**config.mk**
```make
export PLATFORM = sky130hd
export DESIGN_NAME = id_stage_flat
export DESIGN_NICKNAME = d
export VERILOG_FILES = /design/src/rtl/rv32_pkg.sv /design/src/rtl/id_stage_if.sv /design/src/rtl/regfile.sv /design/src/rtl/id_stage.sv /design/src/flat_wrapper.sv
export SDC_FILE = /design/constraint.sdc
export NUM_CORES = 2
export LEC_CHECK = 0
export ABC_AREA = 0
export CAP_MARGIN = 30
export CORE_AREA = 2 2 340 342
export DETAILED_ROUTE_END_ITERATION = 7
export DIE_AREA = 0 0 342 344
export GPL_TIMING_DRIVEN = 0
export PLACE_DENSITY = 0.84
export SETUP_SLACK_MARGIN = 0.02
export SLEW_MARGIN = 0
export SYNTH_ARGS = -nofsm -noshare
export SYNTH_HDL_FRONTEND = slang
export SYNTH_SLANG_ARGS = --single-unit
```
**constraint.sdc**
```tcl
create_clock -name clk -period 3.3 [get_ports clk]
set_clock_uncertainty 0.15 [all_clocks]
set_input_delay 0.825 -clock clk [delete_from_list [all_inputs] [get_ports clk]]
set_output_delay 0.825 -clock clk [all_outputs]
set_load 0.02 [all_outputs]
```
**src/rtl/rv32_pkg.sv**
```systemverilog
// Shared RV32 decode definitions: opcodes, immediate formats, ID/EX control bundle.
package rv32_pkg;

    localparam logic [6:0] OP_R      = 7'b0110011;
    localparam logic [6:0] OP_I      = 7'b0010011;
    localparam logic [6:0] OP_LOAD   = 7'b0000011;
    localparam logic [6:0] OP_STORE  = 7'b0100011;
    localparam logic [6:0] OP_BRANCH = 7'b1100011;
    localparam logic [6:0] OP_JAL    = 7'b1101111;
    localparam logic [6:0] OP_JALR   = 7'b1100111;
    localparam logic [6:0] OP_LUI    = 7'b0110111;
    localparam logic [6:0] OP_AUIPC  = 7'b0010111;

    localparam logic [6:0] FUNCT7_MULDIV = 7'b0000001;

    typedef enum logic [2:0] {
        IMM_R, IMM_I, IMM_S, IMM_B, IMM_U, IMM_J
    } imm_type_e;

    typedef struct packed {
        logic reg_write;
        logic mem_read;
        logic mem_write;
        logic branch;
        logic jump;
        logic jump_r;
        logic alu_src;
        logic is_mul;
        logic illegal;
    } ctrl_t;

    function automatic logic [31:0] gen_imm(input logic [31:0] instr, input imm_type_e t);
        logic [31:0] imm;
        case (t)
            IMM_I:   imm = {{20{instr[31]}}, instr[31:20]};
            IMM_S:   imm = {{20{instr[31]}}, instr[31:25], instr[11:7]};
            IMM_B:   imm = {{19{instr[31]}}, instr[31], instr[7], instr[30:25], instr[11:8], 1'b0};
            IMM_U:   imm = {instr[31:12], 12'b0};
            IMM_J:   imm = {{11{instr[31]}}, instr[31], instr[19:12], instr[20], instr[30:21], 1'b0};
            default: imm = 32'b0;
        endcase
        return imm;
    endfunction

endpackage

```
**src/rtl/id_stage_if.sv**
```systemverilog
// Register-file write port driven by the WB stage into ID.
interface id_stage_if;
    import rv32_pkg::*;

    // wb_we qualifies wb_rd/wb_data; there is no back-pressure, so an asserted write always lands.
    logic        wb_we;
    logic [4:0]  wb_rd;
    logic [31:0] wb_data;

    modport master (output wb_we, wb_rd, wb_data);
    modport slave  (input  wb_we, wb_rd, wb_data);
endinterface

```
**src/rtl/regfile.sv**
```systemverilog
// 32x32 register file: two async read ports with WB bypass, one sync write port, x0 hardwired to 0.
module regfile
    import rv32_pkg::*;
(
    input  logic        clk,
    input  logic        rst,
    input  logic [4:0]  raddr1,
    input  logic [4:0]  raddr2,
    output logic [31:0] rdata1,
    output logic [31:0] rdata2,
    input  logic        we,
    input  logic [4:0]  waddr,
    input  logic [31:0] wdata
);

    logic [31:0] regs [32];

    always_ff @(posedge clk) begin
        if (rst) begin
            for (int i = 0; i < 32; i++) regs[i] <= 32'b0;
        end else if (we && (waddr != 5'd0)) begin
            regs[waddr] <= wdata;
        end
    end

    // A same-cycle WB write to the register being read is forwarded.
    always_comb begin
        rdata1 = regs[raddr1];
        rdata2 = regs[raddr2];
        if (raddr1 == 5'd0)                 rdata1 = 32'b0;
        else if (we && (waddr == raddr1))   rdata1 = wdata;
        if (raddr2 == 5'd0)                 rdata2 = 32'b0;
        else if (we && (waddr == raddr2))   rdata2 = wdata;
    end

endmodule

```
**src/rtl/id_stage.sv**
```systemverilog
// RV32 decode stage: IF/ID register, decoder, load-use stall, ID/EX register.
// Define RV32M_DECODE_EN to accept the M-extension R-type encodings (id_is_mul).
module id_stage
    import rv32_pkg::*;
(
    input  logic              clk,
    input  logic              rst,
    input  logic [31:0]       instr_in,
    input  logic [31:0]       pc_in,
    input  logic              flush,
    id_stage_if.slave         wb,
    input  logic              ex_mem_read,
    input  logic [4:0]        ex_rd,
    output logic              stall,
    output logic              id_valid,
    output logic [31:0]       id_pc,
    output logic [31:0]       id_rs1val,
    output logic [31:0]       id_rs2val,
    output logic [31:0]       id_imm,
    output logic [4:0]        id_rs1,
    output logic [4:0]        id_rs2,
    output logic [4:0]        id_rd,
    output logic [2:0]        id_funct3,
    output logic [6:0]        id_funct7,
    output logic              id_reg_write,
    output logic              id_mem_read,
    output logic              id_mem_write,
    output logic              id_branch,
    output logic              id_jump,
    output logic              id_jump_r,
    output logic              id_alu_src,
    output logic              id_is_mul,
    output logic              id_illegal
);

    logic [31:0] ifid_instr;
    logic [31:0] ifid_pc;
    logic        ifid_valid;

    logic [6:0]  opcode;
    logic [4:0]  rs1, rs2;
    logic [6:0]  funct7;
    ctrl_t       dec;
    imm_type_e   imm_t;
    logic        use_rs1, use_rs2;
    logic [31:0] rs1val, rs2val;
    ctrl_t       id_ctrl;

    assign opcode = ifid_instr[6:0];
    assign rs1    = ifid_instr[19:15];
    assign rs2    = ifid_instr[24:20];
    assign funct7 = ifid_instr[31:25];

    always_ff @(posedge clk) begin
        if (rst) begin
            ifid_instr <= 32'b0;
            ifid_pc    <= 32'b0;
            ifid_valid <= 1'b0;
        end else if (flush) begin
            ifid_valid <= 1'b0;
        end else if (!stall) begin
            ifid_instr <= instr_in;
            ifid_pc    <= pc_in;
            ifid_valid <= 1'b1;
        end
    end

    always_comb begin
        dec     = '0;
        imm_t   = IMM_R;
        use_rs1 = 1'b0;
        use_rs2 = 1'b0;
        case (opcode)
            OP_R: begin
`ifdef RV32M_DECODE_EN
                dec.reg_write = 1'b1;
                dec.is_mul    = (funct7 == FUNCT7_MULDIV);
                use_rs1       = 1'b1;
                use_rs2       = 1'b1;
`else
                if (funct7 == FUNCT7_MULDIV) begin
                    dec.illegal = 1'b1;
                end else begin
                    dec.reg_write = 1'b1;
                    use_rs1       = 1'b1;
                    use_rs2       = 1'b1;
                end
`endif
            end
            OP_I:      begin dec.reg_write = 1'b1; dec.alu_src = 1'b1; imm_t = IMM_I; use_rs1 = 1'b1; end
            OP_LOAD:   begin dec.reg_write = 1'b1; dec.mem_read = 1'b1; dec.alu_src = 1'b1;
                             imm_t = IMM_I; use_rs1 = 1'b1; end
            OP_STORE:  begin dec.mem_write = 1'b1; dec.alu_src = 1'b1; imm_t = IMM_S;
                             use_rs1 = 1'b1; use_rs2 = 1'b1; end
            OP_BRANCH: begin dec.branch = 1'b1; imm_t = IMM_B; use_rs1 = 1'b1; use_rs2 = 1'b1; end
            OP_JAL:    begin dec.jump = 1'b1; dec.reg_write = 1'b1; imm_t = IMM_J; end
            OP_JALR:   begin dec.jump_r = 1'b1; dec.reg_write = 1'b1; dec.alu_src = 1'b1;
                             imm_t = IMM_I; use_rs1 = 1'b1; end
            OP_LUI,
            OP_AUIPC:  begin dec.reg_write = 1'b1; dec.alu_src = 1'b1; imm_t = IMM_U; end
            default:   dec.illegal = 1'b1;
        endcase
    end

    // Only rs fields the instruction really reads can create a load-use hazard.
    assign stall = ifid_valid && ex_mem_read && (ex_rd != 5'd0) && !flush &&
                   ((use_rs1 && (rs1 == ex_rd)) || (use_rs2 && (rs2 == ex_rd)));

    regfile u_regfile (
        .clk    (clk),
        .rst    (rst),
        .raddr1 (rs1),
        .raddr2 (rs2),
        .rdata1 (rs1val),
        .rdata2 (rs2val),
        .we     (wb.wb_we),
        .waddr  (wb.wb_rd),
        .wdata  (wb.wb_data)
    );

    always_ff @(posedge clk) begin
        id_valid  <= 1'b0;
        id_pc     <= 32'b0;
        id_rs1val <= 32'b0;
        id_rs2val <= 32'b0;
        id_imm    <= 32'b0;
        id_rs1    <= 5'b0;
        id_rs2    <= 5'b0;
        id_rd     <= 5'b0;
        id_funct3 <= 3'b0;
        id_funct7 <= 7'b0;
        id_ctrl   <= '0;
        if (!(rst || flush || stall) && ifid_valid) begin
            if (dec.illegal) begin
                id_ctrl.illegal <= 1'b1;
            end else begin
                id_valid  <= 1'b1;
                id_pc     <= ifid_pc;
                id_rs1val <= rs1val;
                id_rs2val <= rs2val;
                id_imm    <= gen_imm(ifid_instr, imm_t);
                id_rs1    <= rs1;
                id_rs2    <= rs2;
                id_rd     <= ifid_instr[11:7];
                id_funct3 <= ifid_instr[14:12];
                id_funct7 <= funct7;
                id_ctrl   <= dec;
            end
        end
    end

    assign id_reg_write = id_ctrl.reg_write;
    assign id_mem_read  = id_ctrl.mem_read;
    assign id_mem_write = id_ctrl.mem_write;
    assign id_branch    = id_ctrl.branch;
    assign id_jump      = id_ctrl.jump;
    assign id_jump_r    = id_ctrl.jump_r;
    assign id_alu_src   = id_ctrl.alu_src;
    assign id_is_mul    = id_ctrl.is_mul;
    assign id_illegal   = id_ctrl.illegal;

endmodule

```
**src/flat_wrapper.sv**
```systemverilog
// flat-port wrapper written by rule: the top's interface ports become plain ports
module id_stage_flat import rv32_pkg::*;
  (clk, rst, instr_in, pc_in, flush, ex_mem_read, ex_rd, stall, id_valid, id_pc, id_rs1val, id_rs2val, id_imm, id_rs1, id_rs2, id_rd, id_funct3, id_funct7, id_reg_write, id_mem_read, id_mem_write, id_branch, id_jump, id_jump_r, id_alu_src, id_is_mul, id_illegal, wb_wb_we, wb_wb_rd, wb_wb_data);
  id_stage_if wb_i ();
  input  logic clk;
  input  logic rst;
  input  logic [31:0] instr_in;
  input  logic [31:0] pc_in;
  input  logic flush;
  input  logic ex_mem_read;
  input  logic [4:0] ex_rd;
  output logic stall;
  output logic id_valid;
  output logic [31:0] id_pc;
  output logic [31:0] id_rs1val;
  output logic [31:0] id_rs2val;
  output logic [31:0] id_imm;
  output logic [4:0] id_rs1;
  output logic [4:0] id_rs2;
  output logic [4:0] id_rd;
  output logic [2:0] id_funct3;
  output logic [6:0] id_funct7;
  output logic id_reg_write;
  output logic id_mem_read;
  output logic id_mem_write;
  output logic id_branch;
  output logic id_jump;
  output logic id_jump_r;
  output logic id_alu_src;
  output logic id_is_mul;
  output logic id_illegal;
  input wire logic [$bits(wb_i.wb_we)-1:0] wb_wb_we;
  input wire logic [$bits(wb_i.wb_rd)-1:0] wb_wb_rd;
  input wire logic [$bits(wb_i.wb_data)-1:0] wb_wb_data;
  assign wb_i.wb_we = wb_wb_we;
  assign wb_i.wb_rd = wb_wb_rd;
  assign wb_i.wb_data = wb_wb_data;
  id_stage u_core (.clk(clk), .rst(rst), .instr_in(instr_in), .pc_in(pc_in), .flush(flush), .wb(wb_i), .ex_mem_read(ex_mem_read), .ex_rd(ex_rd), .stall(stall), .id_valid(id_valid), .id_pc(id_pc), .id_rs1val(id_rs1val), .id_rs2val(id_rs2val), .id_imm(id_imm), .id_rs1(id_rs1), .id_rs2(id_rs2), .id_rd(id_rd), .id_funct3(id_funct3), .id_funct7(id_funct7), .id_reg_write(id_reg_write), .id_mem_read(id_mem_read), .id_mem_write(id_mem_write), .id_branch(id_branch), .id_jump(id_jump), .id_jump_r(id_jump_r), .id_alu_src(id_alu_src), .id_is_mul(id_is_mul), .id_illegal(id_illegal));
endmodule
```
-- Word-level counts from Yosys, hierarchy flattened
Memories as Yosys holds them, arrays and structs flattened. A register that Yosys moved wholly into a read port is not among the register bits.
Cells that the tools add are included.
- equality and inequality tests: 17
- multiplexer cells: 24
- bitwise logic cells: 3
- reductions and logical operators: 30
- operators by type and width (kind ; number):
    $pmux W32 S5 ; 1
    $mux W32 ; 1
    $reduce_or A32 Y1 ; 1
    $eq A7 B6 Y1 const B ; 3
    $eq A7 B7 Y1 const B ; 3
    $mux W1 ; 16
    $pmux W3 S5 ; 1
    $eq A7 B5 Y1 const B ; 2
    $reduce_or A6 Y1 ; 2
    $eq A5 B5 Y1 ; 2
    $logic_not A5 Y1 ; 2
    $reduce_bool A5 Y1 ; 2
    $reduce_or A3 Y1 ; 3
    $logic_and A1 B1 Y1 ; 8
    $pmux W1 S2 ; 4
    $reduce_or A2 Y1 ; 4
    $reduce_or A8 Y1 ; 1
    $eq A7 B1 Y1 const B ; 1
    $eq A7 B2 Y1 const B ; 1
    $eq A3 B2 Y1 const B ; 2
    $eq A3 B3 Y1 const B ; 2
    $mux W5 ; 1
    $reduce_or A5 Y1 ; 1
    $eq A3 B1 Y1 const B ; 1
    4 further kinds ; 9
- output and inout bits: 164
- memories kept: 1
- word-level logic and storage cells: 95
- memory bits (writable): 1024
- flip-flop bits (word level): 164
- bits of input ports: 111
- memory list (memory ; depth ; width ; rd ports ; clocked after Yosys merged registers in ; write ports ; line ; text):
    u_core.u_regfile.regs ; 32 ; 32 ; 2 ; 2 ; 32 ; regfile.sv:16 ; logic [31:0] regs [32];

-- Longest topological paths before layout
- depth after elaboration: 11
- mapped depth: 11
- mapped depth without buffers: 7

-- By module
A second synthesis with hierarchy kept.
- cell total of the unflattened synthesis: 4540
- area, all modules: 63024.2 um^2
- by module, submodules not included (module ; area an instance (um^2) ; cells an instance ; seq. area each (um^2) ; times used):
    regfile ; 55059.1 ; 3802 ; 30749.5 ; 1
    id_stage ; 7965.1 ; 738 ; 4544.4 ; 1

-- Worst setup path after synthesis
No wires, ideal clock.
- kind: input -> register
- from: input wb_wb_rd[1]
- to: register u_core.id_rs2val[0], read port of u_core.u_regfile.regs
- path slack: 252 ps
- path buffers: 3
- library setup time: 132 ps
- stages on the path: 9
- data arrival time: 2766 ps
- data required time: 3018 ps
- cell sequence: clkbuf_1 > or2_1 > clkbuf_1 > o21ai_1 > nor4_1 > clkbuf_1 > a21oi_1 > a22oi_1 > nor3_1
- RTL lines (element ; line ; text):
    start, declared ; flat_wrapper.sv:33 ; input wire logic [$bits(wb_i.wb_rd)-1:0] wb_wb_rd;
    end, declared ; id_stage.sv:18 ; output logic [31:0] id_rs2val,

-- Worst setup path in the final report
- from: register u_core.ifid_instr[19]
- to: output stall
- longest elaborated chain between the ends: 4
- RTL lines (element ; line ; text):
    start, declared ; id_stage.sv:36 ; logic [31:0] ifid_instr;
    start signal, assigned ; id_stage.sv:62 ; ifid_instr <= instr_in;
    $eq A5 B5 Y1 ; id_stage.sv:107 ; ((use_rs1 && (rs1 == ex_rd)) || (use_rs2 && (rs2 == ex_rd)));
    $logic_and A1 B1 Y1 ; id_stage.sv:107 ;
    $logic_or A1 B1 Y1 ; id_stage.sv:107 ;
    $logic_and A1 B1 Y1 ; id_stage.sv:106 ; assign stall = ifid_valid && ex_mem_read && (ex_rd != 5'd0) && !flush &&
    end, declared ; flat_wrapper.sv:12 ; output logic stall;
Every way passes these cells.

==> results.py <==
metrics = {
    "status": {
        "status": "complete, but fails checks",
        "violations": "DRC, setup timing",
    },
    "die": {
        "dieArea_sq_um": 118000,
        "ios": 275,
        "rows": 124,
        "dieWidth_microns": 342,
        "start_util_pct": 54.5,
        "core-area_sq_um": 114000,
        "die_y_microns": 344,
    },
    "power_and_ir_drop": {
        "power_density_nw_per_um2": 526,
        "vdd_drop_max_mv": 0.472,
        "sw_frac_of_total_pct": 27.1,
        "pwr-share-comb_pct": 14.0,
        "clkPwrFrac_pct": 38.7,
        "leakagePower_uw": 0.0250,
        "seqPwrFrac_pct": 47.3,
        "p_int_uw": 28200,
        "power_switching_uw": 10400,
    },
    "synthesis": {
        "yosys_warnings": 0,
        "ys_ff_latch": 1251,
        "syn_area_sq_um": 62100,
        "syn-instance-count": 4341,
        "async_reset_ff_share_pct": 0,
        "ys.flop_type": "edfxtp_1",
        "avgSynthCellArea_sq_um": 14.3,
        "synth_enable_flop_cells": 1024,
        "yosysSeqAreaShare_pct": 56.8,
        "synth_cell_types": 55,
    },
    "global_routing": {
        "grt_first_pass_wirelength_microns": 350000,
        "antenna_found_initial": 8,
        "grtUsageTotal_pct": 44.1,
        "grt-ovfl-total": 0,
        "grt_start_max_net_pins": 33,
        "grt_pass1_vias": 45000,
    },
    "worst_setup_path": {
        "setup.worst_path.end_class": "output port",
        "critPathMaxStageDelay_ns": 0.59,
        "worstSetupStartpointType": "flop",
        "critPathKind": "reg -> out",
        "crit_path_max_fanout": 7,
        "crit_slowest_cell": "dfxtp_2",
        "cp_cell_sequence": "xnor2_1, nand3_1, or4b_4, a221oi_4, buf_6",
        "critical_path_required_ns": 2.32,
        "worstPathArrival_ns": 2.74,
    },
    "clocking": {
        "path_clk_slew_ns": 0.06,
        "clk_latency_ns": 0.78,
        "clockRootBuffer": "clkbuf_16",
        "cts_tree": "built",
        "clkSinkCount": 1251,
        "cts_buffers": 134,
        "cts_buffer_depth": 3,
        "htreeDepth": 4,
    },
    "timing": {
        "fin_crit_sh_pct": 113,
        "rsz0062_at_grt": "yes",
        "maxSlewViolCount": 0,
        "finalCriticalPeriod_ns": 3.71,
        "tightest_slew_ns": 1.10,
        "slew_headroom_pct": 26.7,
        "setup_viol": 84,
        "timing.final.ws_setup_ns": -0.415,
        "hold_viol_final": 0,
        "whs_ns": 0.308,
        "fmax_mhz": 269,
    },
    "finish": {
        "fin_area_sq_um": 73400,
        "nets": 4971,
        "mostFrequentLayoutCell": "and2_1",
        "fillers": 8052,
        "instances_no_fill": 6493,
        "layout_common_cells": "and2_1, edfxtp_1, mux4_2",
        "seqCellArea_sq_um": 35300,
        "area_growth_pct": 18.3,
        "drive_above_1_share_pct": 22.5,
        "multi_input_area_sq_um": 25600,
    },
    "detailed_routing": {
        "drt_iter0_drc": 8686,
        "drc": 21,
        "firstDrtPassIters": 8,
        "wire_per_inst_microns": 40.1,
        "vias": 46000,
        "totalWireLength_microns": 260000,
        "via_per_inst": 7.08,
        "drtAntennaViolNets": 0,
    },
    "placed_design": {
        "place_inst": 6227,
        "portBuffers": 267,
        "gp_congestion": 1.10,
        "placed_area_sq_um": 68000,
        "hpwl_microns": 189000,
    },
    "min_path": {
        "hp-class": "reg -> reg",
    },
    "run": {
        "maxCapViolCount": 0,
    },
}
[cells in the mapped netlist (21+ instances only)]
cell type	number	share of area, %
a211oi_1	48	0.58
a21oi_1	76	0.61
dfxtp_1	227	7.3
nand2b_1	134	1.4
buf_2	63	0.51
clkbuf_1	332	2.0
nand3_1	21	0.17
or2_2	33	0.33
a22oi_1	189	2.3
nor4_1	30	0.30
buf_1	55	0.33
mux2i_1	128	2.1
and2_1	1057	11
nand2_1	82	0.50
edfxtp_1	1024	50
nor2_1	94	0.57
mux4_2	488	18
mux2_2	33	0.60
o22ai_1	28	0.28
nor3_1	46	0.37
[power groups by stage]
stage          sequential [uW]  clock (uW)  combinational, uW
2_1_floorplan            18400           0               2650
3_3_place_gp             18500           0               4660
3_5_place_dp             18500           0               4880
4_1_cts                  18200       14800               5050
5_1_grt                  18300       15400               5330
6_report                 18300       14900               5410
[cells by family (layout without fill, tap and decap cells)]
logic type      Yosys count  in the layout  synth area share (%)
other cells               1             43               0.00604
flops                  1251           1251                  56.8
compound gates          413            413                  4.70
buf+inv                 460           1058                  2.97
simple gates           1547           1547                  14.8
xor+xnor                 20             20                 0.282
mux                     649            649                  20.4
[critical path, delay by kind of cell (launching register included)]
kind	cells	cell delay [ns]
xor gates and xnor gates	1	0.17
buffers and inverters	1	0.19
AOI/OAI and AO/OA	1	0.41
DFF	1	0.59
and+or+nand+nor	2	0.62
[layer usage]
layer	vias up	share of wire [%]	routed length, microns	global-route usage (%)
met5	-	0.053	138	0.0401
met4	6	11	29700	40.5
met3	1217	16	40600	17.3
met2	4918	42	109000	62.5
met1	22400	31	81000	51.9
li1	17400	-	-	-
[through the flow]
stage               setup slack (ns)  util, %  total power (uW)  setup TNS (ns)
finish                        -0.415     64.5             38600           -4.21
global route                  -0.406     64.5             39000          -0.432
CTS                           -0.423     64.1             38000          -0.423
floorplan                      0.252        -             21000               0
global placement               -2.80     58.6             23100        -2147.96
detailed placement             -1.80     59.7             23400        -1904.51
[final cells by class]
class	count	share of cell area, %
inverters	4	0.0204
plain buffers	448	3.16
repair buffers	359	5.50
clock buffers	184	5.06
clock inverters	63	0.702
diodes	10	0.0341
multi-input cells	2662	34.9
well taps	1512	2.58
flip-flops and latches	1251	48.1
[flip-flops by register name, summed over array words and instances (netlist names), 5 cells and up]
name	flops
u_core.id_rs1	5
u_core.id_rs1val	32
u_core.id_pc	32
u_core.id_rs2val	32
u_core.id_funct7	7
u_core.ifid_instr	32
u_core.id_imm	32
u_core.ifid_pc	32
u_core.u_regfile.regs	1024
u_core.id_rd	5
u_core.id_rs2	5
[repair_timing]
action	in CTS	in global routing
pin swaps	14	6
setup buffers	8	1
hold buffers	0	0
hold endpoints to repair	0	0
setup endpoints to repair	1397	114
resized for setup	319	97
[path summary, 6_finish.rpt]
| path | start | to | slack (ns) | cells past startpoint |
|---|---|---|---|---|
| worst max-delay path | u_core.ifid_instr[19]$_SDFFE_PP0P_ | stall | -0.41 | 5 |
| worst min-delay path | u_core.ifid_pc[10]$_SDFFE_PP0P_ | u_core.id_pc[10]$_SDFF_PP0_ | 0.31 | 1 |
| worst max register to register | u_core.ifid_instr[24]$_SDFFE_PP0P_ | u_core.id_rs2val[9]$_SDFF_PP0_ | -0.20 | 6 |
| worst min register to register | u_core.ifid_pc[10]$_SDFFE_PP0P_ | u_core.id_pc[10]$_SDFF_PP0_ | 0.31 | 1 |
(Power assumes the default switching activity.)
